<file path="config.mk">
export PLATFORM = sky130hd
export DESIGN_NAME = matvec_mac_engine_flat
export DESIGN_NICKNAME = d
export VERILOG_FILES = /design/src/rtl/mvm_pkg.sv /design/src/rtl/matvec_mac_engine_if.sv /design/src/rtl/mvm_mac_lane.sv /design/src/rtl/matvec_mac_engine.sv /design/src/flat_wrapper.sv
export SDC_FILE = /design/constraint.sdc
export NUM_CORES = 1
export LEC_CHECK = 0
export CAP_MARGIN = 20
export CORE_ASPECT_RATIO = 1.1
export CORE_MARGIN = 4
export CORE_UTILIZATION = 40
export CTS_CLUSTER_DIAMETER = 200
export DETAILED_ROUTE_END_ITERATION = 8
export GPL_ROUTABILITY_DRIVEN = 0
export MAX_ROUTING_LAYER = met4
export SYNTH_ARGS = -nofsm -noshare
export SYNTH_HDL_FRONTEND = slang
export SYNTH_SLANG_ARGS = --single-unit
</file>
<file path="constraint.sdc">
create_clock -name clk -period 6.7 [get_ports clk]
set_clock_uncertainty 0.05 [all_clocks]
set_input_delay 0.67 -clock clk [delete_from_list [all_inputs] [get_ports clk]]
set_output_delay 0.67 -clock clk [all_outputs]
set_load 0.005 [all_outputs]
</file>
<file path="src/rtl/mvm_pkg.sv">
// mvm_pkg: shared types, default dimensions and saturating add for matvec_mac_engine.
package mvm_pkg;

    localparam int DEF_WIDTH     = 8;
    localparam int DEF_ROWS      = 3;
    localparam int DEF_COLS      = 3;
    localparam int DEF_ACC_WIDTH = 16;

    typedef enum logic [2:0] {
        IDLE,
        LOAD_M,
        LOAD_X,
        COMPUTE,
        DRAIN,
        OUTPUT
    } state_t;

    // Operands are sign-extended from a w-bit accumulator, so the 64-bit sum never wraps.
    function automatic logic signed [63:0] sat_add(input logic signed [63:0] a,
                                                   input logic signed [63:0] b,
                                                   input int w,
                                                   output logic sat);
        logic signed [63:0] s, hi, lo;
        s   = a + b;
        hi  = (64'sd1 <<< (w - 1)) - 64'sd1;
        lo  = -hi - 64'sd1;
        sat = (s > hi) || (s < lo);
        return (s > hi) ? hi : (s < lo) ? lo : s;
    endfunction

endpackage

</file>
<file path="src/rtl/matvec_mac_engine_if.sv">
// matvec_mac_engine_if: element input stream, result output stream and job-mode flag.
interface matvec_mac_engine_if #(
    parameter int WIDTH     = 8,
    parameter int ACC_WIDTH = 16
);
    logic [WIDTH-1:0]     s_data;
    logic                 s_valid;
    logic                 s_ready;
    logic                 keep_m;
    logic [ACC_WIDTH-1:0] m_data;
    logic                 m_valid;
    logic                 m_ready;

    modport master (output s_data, s_valid, keep_m, m_ready, input s_ready, m_data, m_valid);
    modport slave  (input s_data, s_valid, keep_m, m_ready, output s_ready, m_data, m_valid);
endinterface

</file>
<file path="src/rtl/mvm_mac_lane.sv">
// mvm_mac_lane: registered signed multiply feeding a clearable accumulator.
// MVM_SAT_EN selects clamping adds with a sticky overflow flag; otherwise adds wrap.
module mvm_mac_lane
    import mvm_pkg::*;
#(
    parameter int WIDTH     = DEF_WIDTH,
    parameter int ACC_WIDTH = DEF_ACC_WIDTH
) (
    input  logic                        clk,
    input  logic                        reset,
    input  logic                        en_i,
    input  logic                        first_i,
    input  logic                        clr_ovf_i,
    input  logic signed [WIDTH-1:0]     a_i,
    input  logic signed [WIDTH-1:0]     b_i,
    output logic signed [ACC_WIDTH-1:0] acc_o,
    output logic                        ovf_o
);
    logic signed [2*WIDTH-1:0]   prod_q;
    logic                        v_q, first_q, ovf_q, sat;
    logic signed [ACC_WIDTH-1:0] acc_q, acc_d, base, addend;

    always_comb begin
        base   = first_q ? '0 : acc_q;
        addend = ACC_WIDTH'(prod_q);
        sat    = 1'b0;
`ifdef MVM_SAT_EN
        acc_d  = ACC_WIDTH'(sat_add(64'(base), 64'(addend), ACC_WIDTH, sat));
`else
        acc_d  = base + addend;
`endif
    end

    always_ff @(posedge clk) begin
        if (reset) begin
            prod_q  <= '0;
            v_q     <= 1'b0;
            first_q <= 1'b0;
            acc_q   <= '0;
            ovf_q   <= 1'b0;
        end else begin
            prod_q  <= (2*WIDTH)'(a_i) * (2*WIDTH)'(b_i);
            v_q     <= en_i;
            first_q <= first_i;
            if (v_q) acc_q <= acc_d;
            if (clr_ovf_i) ovf_q <= 1'b0;
            else if (v_q && sat) ovf_q <= 1'b1;
        end
    end

    assign acc_o = acc_q;
    assign ovf_o = ovf_q;
endmodule

</file>
<file path="src/rtl/matvec_mac_engine.sv">
// matvec_mac_engine: streaming signed y = M*x engine with register-file operands and one MAC lane.
// MVM_SAT_EN enables saturating accumulation and the sticky ovf flag.
module matvec_mac_engine
    import mvm_pkg::*;
#(
    parameter int WIDTH     = DEF_WIDTH,
    parameter int ROWS      = DEF_ROWS,
    parameter int COLS      = DEF_COLS,
    parameter int ACC_WIDTH = DEF_ACC_WIDTH
) (
    input  logic                clk,
    input  logic                reset,
    matvec_mac_engine_if.slave  bus,
    output logic                ovf,
    output logic                busy
);
    localparam int MN = ROWS * COLS;
    localparam int CW = (MN > 1) ? $clog2(MN) : 1;
    localparam int RW = (ROWS > 1) ? $clog2(ROWS) : 1;

    state_t          state_q, state_d;
    logic [CW-1:0]   cnt_q, cnt_d, wa, m_addr;
    logic [RW-1:0]   row_q, row_d;
    logic            mv_q, mv_d;
    logic            hs, keep_eff, wr_m, wr_x, start, en, first;
    logic [WIDTH-1:0] m_mem [2**CW];
    logic [WIDTH-1:0] x_mem [2**CW];
    logic signed [ACC_WIDTH-1:0] acc;

    assign hs       = bus.s_valid && bus.s_ready;
    assign keep_eff = bus.keep_m && mv_q;
    assign wa       = (state_q == IDLE) ? '0 : cnt_q;
    assign wr_m     = hs && (state_q == LOAD_M || (state_q == IDLE && !keep_eff));
    assign wr_x     = hs && (state_q == LOAD_X || (state_q == IDLE && keep_eff));
    assign m_addr   = CW'(row_q * COLS) + cnt_q;

    always_ff @(posedge clk) begin
        if (wr_m) m_mem[wa] <= bus.s_data;
        if (wr_x) x_mem[wa] <= bus.s_data;
    end

    always_comb begin
        state_d = state_q;
        cnt_d   = cnt_q;
        row_d   = row_q;
        mv_d    = mv_q;
        start   = 1'b0;
        en      = 1'b0;
        first   = 1'b0;
        case (state_q)
            IDLE: if (hs) begin
                // The starting element may itself be the last one of its phase for tiny shapes.
                start   = 1'b1;
                row_d   = '0;
                state_d = keep_eff ? ((COLS == 1) ? COMPUTE : LOAD_X) : ((MN == 1) ? LOAD_X : LOAD_M);
                cnt_d   = (keep_eff ? (COLS == 1) : (MN == 1)) ? '0 : CW'(1);
                mv_d    = mv_q || (!keep_eff && MN == 1);
            end
            LOAD_M: if (hs) begin
                state_d = (cnt_q == CW'(MN - 1)) ? LOAD_X : LOAD_M;
                cnt_d   = (cnt_q == CW'(MN - 1)) ? '0 : cnt_q + 1'b1;
                mv_d    = mv_q || (cnt_q == CW'(MN - 1));
            end
            LOAD_X: if (hs) begin
                state_d = (cnt_q == CW'(COLS - 1)) ? COMPUTE : LOAD_X;
                cnt_d   = (cnt_q == CW'(COLS - 1)) ? '0 : cnt_q + 1'b1;
            end
            COMPUTE: begin
                en      = 1'b1;
                first   = (cnt_q == '0);
                state_d = (cnt_q == CW'(COLS - 1)) ? DRAIN : COMPUTE;
                cnt_d   = (cnt_q == CW'(COLS - 1)) ? '0 : cnt_q + 1'b1;
            end
            DRAIN: state_d = OUTPUT;
            OUTPUT: if (bus.m_ready) begin
                state_d = (row_q == RW'(ROWS - 1)) ? IDLE : COMPUTE;
                row_d   = (row_q == RW'(ROWS - 1)) ? row_q : row_q + 1'b1;
            end
            default: state_d = IDLE;
        endcase
    end

    always_ff @(posedge clk) begin
        if (reset) begin
            state_q <= IDLE;
            cnt_q   <= '0;
            row_q   <= '0;
            mv_q    <= 1'b0;
        end else begin
            state_q <= state_d;
            cnt_q   <= cnt_d;
            row_q   <= row_d;
            mv_q    <= mv_d;
        end
    end

    mvm_mac_lane #(.WIDTH(WIDTH), .ACC_WIDTH(ACC_WIDTH)) u_lane (
        .clk       (clk),
        .reset     (reset),
        .en_i      (en),
        .first_i   (first),
        .clr_ovf_i (start),
        .a_i       (m_mem[m_addr]),
        .b_i       (x_mem[cnt_q]),
        .acc_o     (acc),
        .ovf_o     (ovf)
    );

    assign bus.s_ready = (state_q == IDLE) || (state_q == LOAD_M) || (state_q == LOAD_X);
    assign bus.m_valid = (state_q == OUTPUT);
    assign bus.m_data  = acc;
    assign busy        = (state_q != IDLE);
endmodule
</file>
<file path="src/flat_wrapper.sv">
// flat-port wrapper written by rule: the top's interface ports become plain ports
module matvec_mac_engine_flat import mvm_pkg::*;
#(
    parameter int WIDTH     = DEF_WIDTH,
    parameter int ROWS      = DEF_ROWS,
    parameter int COLS      = DEF_COLS,
    parameter int ACC_WIDTH = DEF_ACC_WIDTH
)
  (clk, reset, ovf, busy, bus_s_data, bus_s_valid, bus_keep_m, bus_m_ready, bus_s_ready, bus_m_data, bus_m_valid);
  matvec_mac_engine_if #(.WIDTH(WIDTH), .ACC_WIDTH(ACC_WIDTH)) bus_i ();
  input  logic clk;
  input  logic reset;
  output logic ovf;
  output logic busy;
  input wire logic [$bits(bus_i.s_data)-1:0] bus_s_data;
  input wire logic [$bits(bus_i.s_valid)-1:0] bus_s_valid;
  input wire logic [$bits(bus_i.keep_m)-1:0] bus_keep_m;
  input wire logic [$bits(bus_i.m_ready)-1:0] bus_m_ready;
  output wire logic [$bits(bus_i.s_ready)-1:0] bus_s_ready;
  output wire logic [$bits(bus_i.m_data)-1:0] bus_m_data;
  output wire logic [$bits(bus_i.m_valid)-1:0] bus_m_valid;
  assign bus_i.s_data = bus_s_data;
  assign bus_i.s_valid = bus_s_valid;
  assign bus_i.keep_m = bus_keep_m;
  assign bus_i.m_ready = bus_m_ready;
  assign bus_s_ready = bus_i.s_ready;
  assign bus_m_data = bus_i.m_data;
  assign bus_m_valid = bus_i.m_valid;
  matvec_mac_engine #(.WIDTH(WIDTH), .ROWS(ROWS), .COLS(COLS), .ACC_WIDTH(ACC_WIDTH)) u_core (.clk(clk), .reset(reset), .bus(bus_i), .ovf(ovf), .busy(busy));
endmodule
</file>
== After elaboration in Yosys (flattened, before gate mapping) ==
Memories as Yosys holds them, arrays and structs flattened. A register that Yosys moved wholly into a read port is not among the register bits.
Cells that the tools add are included.

* Add/sub/neg operators: 4
* Bitwise operators: 1
* Div/mod/pow operators: 0
* Reduce and logical (&&, ||, !) cells: 22
* Multipliers: 2
* Shifts and indexed selects: 0
* Magnitude comparators: 0
* Equal/unequal tests: 13
* Muxes and demuxes: 29

{| class="wikitable"
|+ Operators with widths
! cell !! number
|-
| 2-to-1 mux 4 bit || 8
|-
| one-hot mux 3 bit (6 select lines) || 1
|-
| adder 16 bit || 1
|-
| multiplier 8 x 8 -> 16 bit || 1
|-
| 2-to-1 mux 16 bit || 1
|-
| one-hot mux 4 bit (4 select lines) || 1
|-
| 2-to-1 mux 3 bit || 5
|-
| 2-to-1 mux 2 bit || 6
|-
| AND reduction 4 bit || 3
|-
| == test 3 x 2 -> 1 bit (second input constant) || 2
|-
| == test 3 bit (second input constant) || 2
|-
| logical AND 1 bit || 6
|-
| 2-to-1 mux 1 bit || 6
|-
| != test 2 x 1 -> 1 bit (second input constant) || 3
|-
| logical OR 1 bit || 5
|-
| adder 4 x 1 -> 4 bit (second input constant) || 1
|-
| adder 4 bit || 1
|-
| == test 4 x 2 -> 1 bit (second input constant) || 1
|-
| == test 4 bit (second input constant) || 1
|-
| logical NOT 4 bit || 1
|-
| multiplier 2 x 2 -> 4 bit (second input constant) || 1
|-
| != test 2 bit (second input constant) || 2
|-
| one-hot mux 2 bit (2 select lines) || 1
|-
| nonzero test 4 bit || 1
|-
| other kinds (10) || 10
|}

* Input bits: 13
* Output and inout bits: 20
* Logic and storage cells: 81
* Bits in read-only memories: 0
* Memories kept: 2
* RAM bits: 256
* Bits in registers: 44
* Bits in latches: 0

{| class="wikitable"
|+ Memories
! name !! depth !! width !! rd ports !! clocked after Yosys merged registers in !! wr ports !! RTL line !! RTL
|-
| u_core.m_mem || 16 || 8 || 1 || 0 || 1 || matvec_mac_engine.sv:26 || <nowiki>logic [WIDTH-1:0] m_mem [2**CW];</nowiki>
|-
| u_core.x_mem || 16 || 8 || 1 || 1 || 1 || matvec_mac_engine.sv:27 || <nowiki>logic [WIDTH-1:0] x_mem [2**CW];</nowiki>
|}

== Logic depth before layout (Yosys ltp) ==
Gate-level depths: netlist of the first run.

* Depth in word-level cells: 8
* Mapped depth: 29
* Depth with buffers taken out: 28

== By module ==
From an unflattened synthesis of the first run, not the netlist that was laid out.

* Cells, all modules: 1038
* Area total of the unflattened synthesis: 15493.6 um2

{| class="wikitable"
|+ Modules (own cells, without submodules)
! module !! instances !! area each (um2) !! cells an instance !! seq. area each (um2)
|-
| matvec_mac_engine || 1 || 11048.1 || 535 || 7967.6
|-
| mvm_mac_lane || 1 || 4445.5 || 503 || 680.7
|}

== Worst setup path after synthesis of the first run ==
OpenSTA, ideal clock, no wires.

* Kind: reg-to-reg
* From: register u_core.cnt_q[1]
* To: register u_core.u_lane.prod_q[15], in the netlist u_core.u_lane.addend[15]
* Setup slack: -0.017 ns
* Buffers on the path: 2
* Clock period less this slack: 6.717 ns
* Data required time: 6.529 ns
* Arrival time: 6.546 ns
* Stages on the path, launching flop included: 28
* Setup time: 0.121 ns
* Cells stage by stage: dfxtp_1 -> inv_1 -> fa_1 -> inv_1 -> ha_1 -> inv_1 -> fa_1 -> clkbuf_1 -> buf_2 -> mux4_2 -> mux2_2 -> o21ai_2 -> nor2_1 -> fa_1 -> inv_1 -> fa_1 -> inv_1 -> fa_1 -> inv_1 -> fa_1 -> inv_1 -> ha_1 -> nand2b_1 -> a21oi_1 -> o41ai_2 -> o21ai_1 -> a31oi_1 -> mux2_2

* Cells in the longest elaborated chain, start to end: 3

{| class="wikitable"
|+ Ends and longest elaborated chain
! item !! RTL line !! RTL
|-
| start: declaration || matvec_mac_engine.sv:22 || <nowiki>logic [CW-1:0] cnt_q, cnt_d, wa, m_addr;</nowiki>
|-
| start signal: assignment || matvec_mac_engine.sv:91 || <nowiki>cnt_q <= cnt_d;</nowiki>
|-
| adder 4 bit || matvec_mac_engine.sv:35 || <nowiki>assign m_addr = CW'(row_q * COLS) + cnt_q;</nowiki>
|-
| memory read (16 x 8 bit) || -- ||
|-
| multiplier 8 x 8 -> 16 bit || mvm_mac_lane.sv:42 || <nowiki>prod_q <= (2*WIDTH)'(a_i) * (2*WIDTH)'(b_i);</nowiki>
|-
| end signal: assignment || mvm_mac_lane.sv:42 ||
|-
| end: declaration || mvm_mac_lane.sv:19 || <nowiki>logic signed [2*WIDTH-1:0] prod_q;</nowiki>
|}

Every way passes these cells.
A chain may end at the register's enable or synchronous reset.

== Worst setup path in the final report of the first run ==
* From: register u_core.row_q[0]
* To: register u_core.u_lane.prod_q[15], in the netlist u_core.u_lane.addend[15]

* Cells in the longest elaborated chain, start to end: 4

{| class="wikitable"
|+ Ends and longest elaborated chain
! item !! RTL line !! RTL
|-
| start: declaration || matvec_mac_engine.sv:23 || <nowiki>logic [RW-1:0] row_q, row_d;</nowiki>
|-
| start signal: assignment || matvec_mac_engine.sv:92 || <nowiki>row_q <= row_d;</nowiki>
|-
| multiplier 2 x 2 -> 4 bit || matvec_mac_engine.sv:35 ||
|-
| adder 4 bit || matvec_mac_engine.sv:35 ||
|-
| memory read (16 x 8 bit) || -- ||
|-
| multiplier 8 x 8 -> 16 bit || mvm_mac_lane.sv:42 ||
|}

Every way passes these cells.

==> metrics.csv, run 1 <==
metric,value,unit
Async SR Flop Fraction,0,
Wirelength per Cell,19.0,µm
sequential area share after synthesis,0.570,
htree depth,1,
share of the synthesized area in the top cell type,0.507,
Critical Path Start Type,flop,
DRT Pass-1 Iters,5,
Simple-Gate Fraction of Synth Area,0.0811,
crit-path max cell delay,630,ps
layout cell share with drive strength beyond 1,0.222,
# rows,74,
worst-path maximum fanout,8,
unrepaired setup endpoints after global routing,true,
Synth Area in Compound Gates,0.0454,
Clock Root Buffer,clkbuf_16,
final WL,31500,µm
Syn Nets,1176,
Final Cycle Share,0.985,
critical path class,reg -> reg,
Total Die Area,41100,µm²
outcome,completed,
area of the core,37300,µm²
Max-Cap Viols,0,
post-synthesis mux area share,0.129,
Area Overhead vs Synth,16.9,%
crit-path most repeated cell,fa_1,
Clock Sink Count,304,
Synth Warn #,0,
largest family of logic cells by synthesized area,multiplexers,
Post-synth EDFFs,256,
Slew Limit Headroom,0.356,
FMAX,0.151,GHz
Routed Antenna Nets,0,
first-pass GRT wire length,49700,µm
"Avg Cell Area, Syn",14.4,µm²
Initial Utilization,0.407,
total power,7.22,mW
Critical Path End Type,flop,
Slew @ Worst Pin,963,ps
# nets final,1269,
largest net degree at the start of global routing,44,
CP Data Required Time,7120,ps
IO buf count,31,
maximum VDD drop,378,µV
final core utilization,0.476,
most used standard cell by instance count after synthesis,edfxtp_1,
chip height,212,µm
# DRC,0,
Synth Area in XOR/XNOR,0.0156,
pwr dens,407,nW/µm²
initial antenna violation count,1,
clock transition at the registers of the reported paths,60,ps
crit path buf inv count,9,
"area leader, netlist",edfxtp_1,
Num CTS Buffers,31,
Static Leak,6.37,nW
Cells after Synth,1054,
post-DP HPWL,21800,µm
Main synth FF type,edfxtp_1,
Critical-path top delay cell,fa_2,
vias in the first global route,8758,
hold_buf cts,0,
Synth cell types,59,
Final Critical Period,6600,ps
Iteration-0 DRC Markers,578,
Adder-Cell Fraction of Synth Area,0.119,
min-delay worst type,reg -> reg,
"Arr. time, crit path",7020,ps
clk buf depth,3,
Final Hold Viols,0,
"top cells by area, synth","edfxtp_1 51%, mux4_2 9.5%, fa_1 7.7%, dfxtp_1 6.3%, ha_1 4.2%",
CTS tree,done,
#FFs+latches synth,304,
final setup violating endpoints,0,
Clock Latency Late Sink,590,ps
GR Overflow Total,0,
vias,8472,
Synth Cell Area,15200,µm²
"CP delay by family, top",adder cells,
Max Slew Vio Count,0,
Die Width,194,µm
detail-routed via count per cell,5.09,
Overall Global Routing Usage,0.156,
I/O Pins,33,
Commonest cells post-synth,"256 x edfxtp_1, 119 x nor2_1, 102 x inv_1, 64 x mux4_2, 58 x fa_1",
[area by class of cell]
cell class | instances | area, µm²
multi-input cells | 608 | 6130
repair buffers | 100 | 1010
inverters | 102 | 383
clock inverters | 15 | 134
well taps | 494 | 618
clock buffers | 40 | 810
flip-flops and latches | 304 | 8650
diodes | 1 | 2.50
fillers | 3233 | 19600
[metrics by stage]
step | cell area [µm²] | hold slack, ps | setup WS [ps] | setup TNS [ps] | cells
2_1_floorplan | 15200 | 387 | 33.7 | 0 | 1054
3_3_place_gp | 16300 | 403 | -63.1 | -63.1 | 1588
3_5_place_dp | 16300 | 409 | -112 | -179 | 1588
4_1_cts | 17300 | 424 | 7.97 | 0 | 1643
5_1_grt | 17700 | 444 | -147 | -202 | 1664
6_report | 17700 | 425 | 98.3 | 0 | 1664
[metal layers]
layer / track usage / part of all wire / up-vias
li1: - / - / 3977
met1: 0.203 / 0.45 / 4313
met2: 0.263 / 0.49 / 140
met3: 0.0223 / 0.037 / 42
met4: 0.0369 / 0.023 / 0
met5: - / 0 / -
[flip-flops by register name, summed over array words and instances (netlist names), named ones only]
register               flops
u_core.state_q             3
u_core.x_mem             128
u_core.u_lane.addend      16
u_core.row_q               2
u_core.m_mem             128
u_core.cnt_q               4
u_core.mv_q                1
u_core.u_lane.first_q      1
u_core.u_lane.v_q          1
u_core.u_lane.acc_o       16
[path summary, 6_finish.rpt]
path	start	to	slack [ps]	cells past startpoint
max reg2reg	u_core.row_q[0]	u_core.u_lane.addend[15]	100	27
min	u_core.mv_q	u_core.mv_q	430	2
min reg2reg	u_core.mv_q	u_core.mv_q	430	2
max	u_core.row_q[0]	u_core.u_lane.addend[15]	100	27
[placed cells by master (no fill, tap or decap), types with 6 or more instances in the layout]
master             n
buf_12             7
dfxtp_1           44
clkbuf_16         32
o21ai_0           12
or2_2             10
mux2i_1           28
edfxtp_1         256
nand2_1           36
xor2_1             8
nor2_1           118
mux2_2            13
ha_1              44
nand2b_1          12
nor3_1            19
fa_1              54
a21oi_1           27
clkdlybuf4s50_1   30
inv_1             93
inv_2              9
xnor2_1           18
nand3_1            6
nor2b_1           29
mux4_2            64
clkinv_1           7
clkbuf_1           9
a21oi_2            6
buf_4             53
[timing repair]
item,CTS,global route
gates resized for setup,4,54
buffers inserted,0,14
gates cloned,0,1
setup endpoints to repair,2,6
pin swaps,0,22
[report_power, final]
group | total, mW | switching [mW] | internal, mW
sequential | 2.17 | 0.0399 | 2.13
combinational | 3.42 | 1.73 | 1.68
clock | 1.63 | 0.704 | 0.924
[cell families after synthesis]
family,count (synthesis)
other cells,1
flops,304
fa+ha+maj,109
xor+xnor,27
buf+inv,142
simple gates,261
mux,114
compound gates,96
[worst register-to-register path, delay by kind of cell, from the launching register on]
kind	cells	cell delay (ps)
adder cells (fa/ha/maj)	8	3360
multiplexers	3	980
AO/OA/AOI/OAI	5	900
buffers and inverters	9	740
flip-flops	1	350
AND/OR/NAND/NOR	2	130
Note: power is estimated with default switching activity, not from simulation.
==> run 2: changes to the inputs <==
CORE_UTILIZATION = 33   (was 40)
==> metrics.csv, run 2 (synthesis gave the netlist of run 1 again) <==
metric,value,unit
chip height,233,µm
# nets final,1259,
Max-Cap Viols,0,
Clock Latency Late Sink,540,ps
Critical Path Start Type,flop,
CP Data Required Time,7060,ps
Final TNS setup,0,ps
Seq. cell area,8650,µm²
Slew Limit Headroom,0.317,
final WL,31900,µm
first-pass GRT wire length,49800,µm
# DRC,0,
Hold Crit Depth,2,
Die Width,212,µm
I/O Pins,33,
Area Overhead vs Synth,18.0,%
met1 wire length,14300,µm
Slew @ Worst Pin,1020,ps
clk buf depth,3,
Routed Antenna Nets,0,
ANT cells,0,
final setup violating endpoints,0,
Fill cells,4282,
initial antenna violation count,0,
outcome,completed,
most frequent cells in the layout,"256 x edfxtp_1, 116 x nor2_1, 94 x inv_1",
Iteration-0 DRC Markers,572,
total power,7.53,mW
Final Hold Viols,0,
Max Slew Vio Count,0,
IO buf count,31,
Static Leak,6.36,nW
Wirelength per Cell,18.3,µm
largest net degree at the start of global routing,44,
"Arr. time, crit path",6920,ps
wire length on met3,1200,µm
top layer in use,met4,
vias,8488,
clock transition at the registers of the reported paths,60,ps
vias in the first global route,8658,
Top Registers,"u_core.m_mem (128), u_core.x_mem (128)",
critical path class,reg -> reg,
maximum VDD drop,368,µV
htree depth,2,
layout cell share with drive strength beyond 1,0.223,
FMAX,0.153,GHz
# rows,82,
Initial Utilization,0.333,
Clock Root Buffer,clkbuf_16,
Overall Global Routing Usage,0.134,
Clock Sink Count,304,
met2 WL,15800,µm
Multi-input gate area,6110,µm²
GR Overflow Total,0,
Critical Path End Type,flop,
worst-path maximum fanout,6,
Num CTS Buffers,35,
unrepaired setup endpoints after global routing,true,
CTS tree,done,
Worst Reg-to-Reg Cells,25,
final core utilization,0.393,
Final Cycle Share,0.978,
Final Critical Period,6560,ps
Total Die Area,49500,µm²
DRT Pass-1 Iters,5,
post-DP HPWL,22100,µm
"most common cell after layout, fill and taps aside",edfxtp_1,
area of the core,45600,µm²
pwr dens,421,nW/µm²
detail-routed via count per cell,4.86,
min-delay worst type,reg -> reg,
## run 2: changes by cell type in the layout (fill, tap and decap cells not counted), moves of 3 or more
cell,change
inv_6,+3
nor3_1,-3
buf_6,+5
clkbuf_8,+3
clkinv_1,-5
nor3_2,+3
nor2_2,+3
clkbuf_16,+4
buf_4,-18
## run 2: per-layer routing
metal  vias to the layer above  GRT usage
li1                       3973          -
met1                      4313      0.175
met2                       161      0.218
met3                        41     0.0224
met4                         0     0.0350
met5                         -          -
## run 2: final timing paths
| path | to | slack, ps | startpoint |
|---|---|---|---|
| worst max-delay path | u_core.u_lane.addend[15] | 140 | u_core.row_q[0] |
| worst min register to register | u_core.mv_q | 420 | u_core.mv_q |
| worst max register to register | u_core.u_lane.addend[15] | 140 | u_core.row_q[0] |
| worst min-delay path | u_core.mv_q | 420 | u_core.mv_q |
## run 2: repair_timing
action | 4_1_cts | 5_1_grt
hold buffers | 0 | 0
setup buffers | 0 | 12
resized for setup | 0 | 61
endpoints found under the setup margin | 0 | 5
## run 2: cell type report
cell class	instances	area share
Tap cell	588	0.0411
Clock inverter	14	0.00797
Sequential cell	304	0.483
Multi-Input combinational cell	608	0.342
Inverter	102	0.0214
Timing Repair Buffer	86	0.0519
Clock buffer	45	0.0527
## run 2: metrics by stage
stage	hold WS [ps]	area [µm²]	std cells	worst slack (ps)
after floorplan	387	15200	1054	33.7
after global placement	402	16400	1669	103
after detailed placement	406	16500	1673	60.2
after CTS	420	17600	1732	24.6
after global routing	480	17900	1747	-75.8
final	421	17900	1747	145
## run 2: worst max-delay path: stages (launching register included)
cell and delay [ps]:
dfxtp_2 330, inv_2 50, fa_1 460, inv_1 70
ha_2 160, inv_2 30, fa_2 580, buf_6 150
buf_6 130, mux4_2 290, mux2_4 300, a21oi_4 170
buf_6 150, buf_6 100, and2_4 130, fa_1 450
fa_1 530, fa_1 540, inv_2 40, fa_1 510
inv_2 50, ha_4 170, o41ai_4 380, o21ai_2 90
a31oi_1 180, mux2_2 340
## run 2: power breakdown
part           switching [mW]  internal, mW  total, mW
Clock                   0.756          1.04       1.80
Sequential             0.0427          2.13       2.18
Combinational            1.83          1.72       3.55
Total                    2.63          4.90       7.53
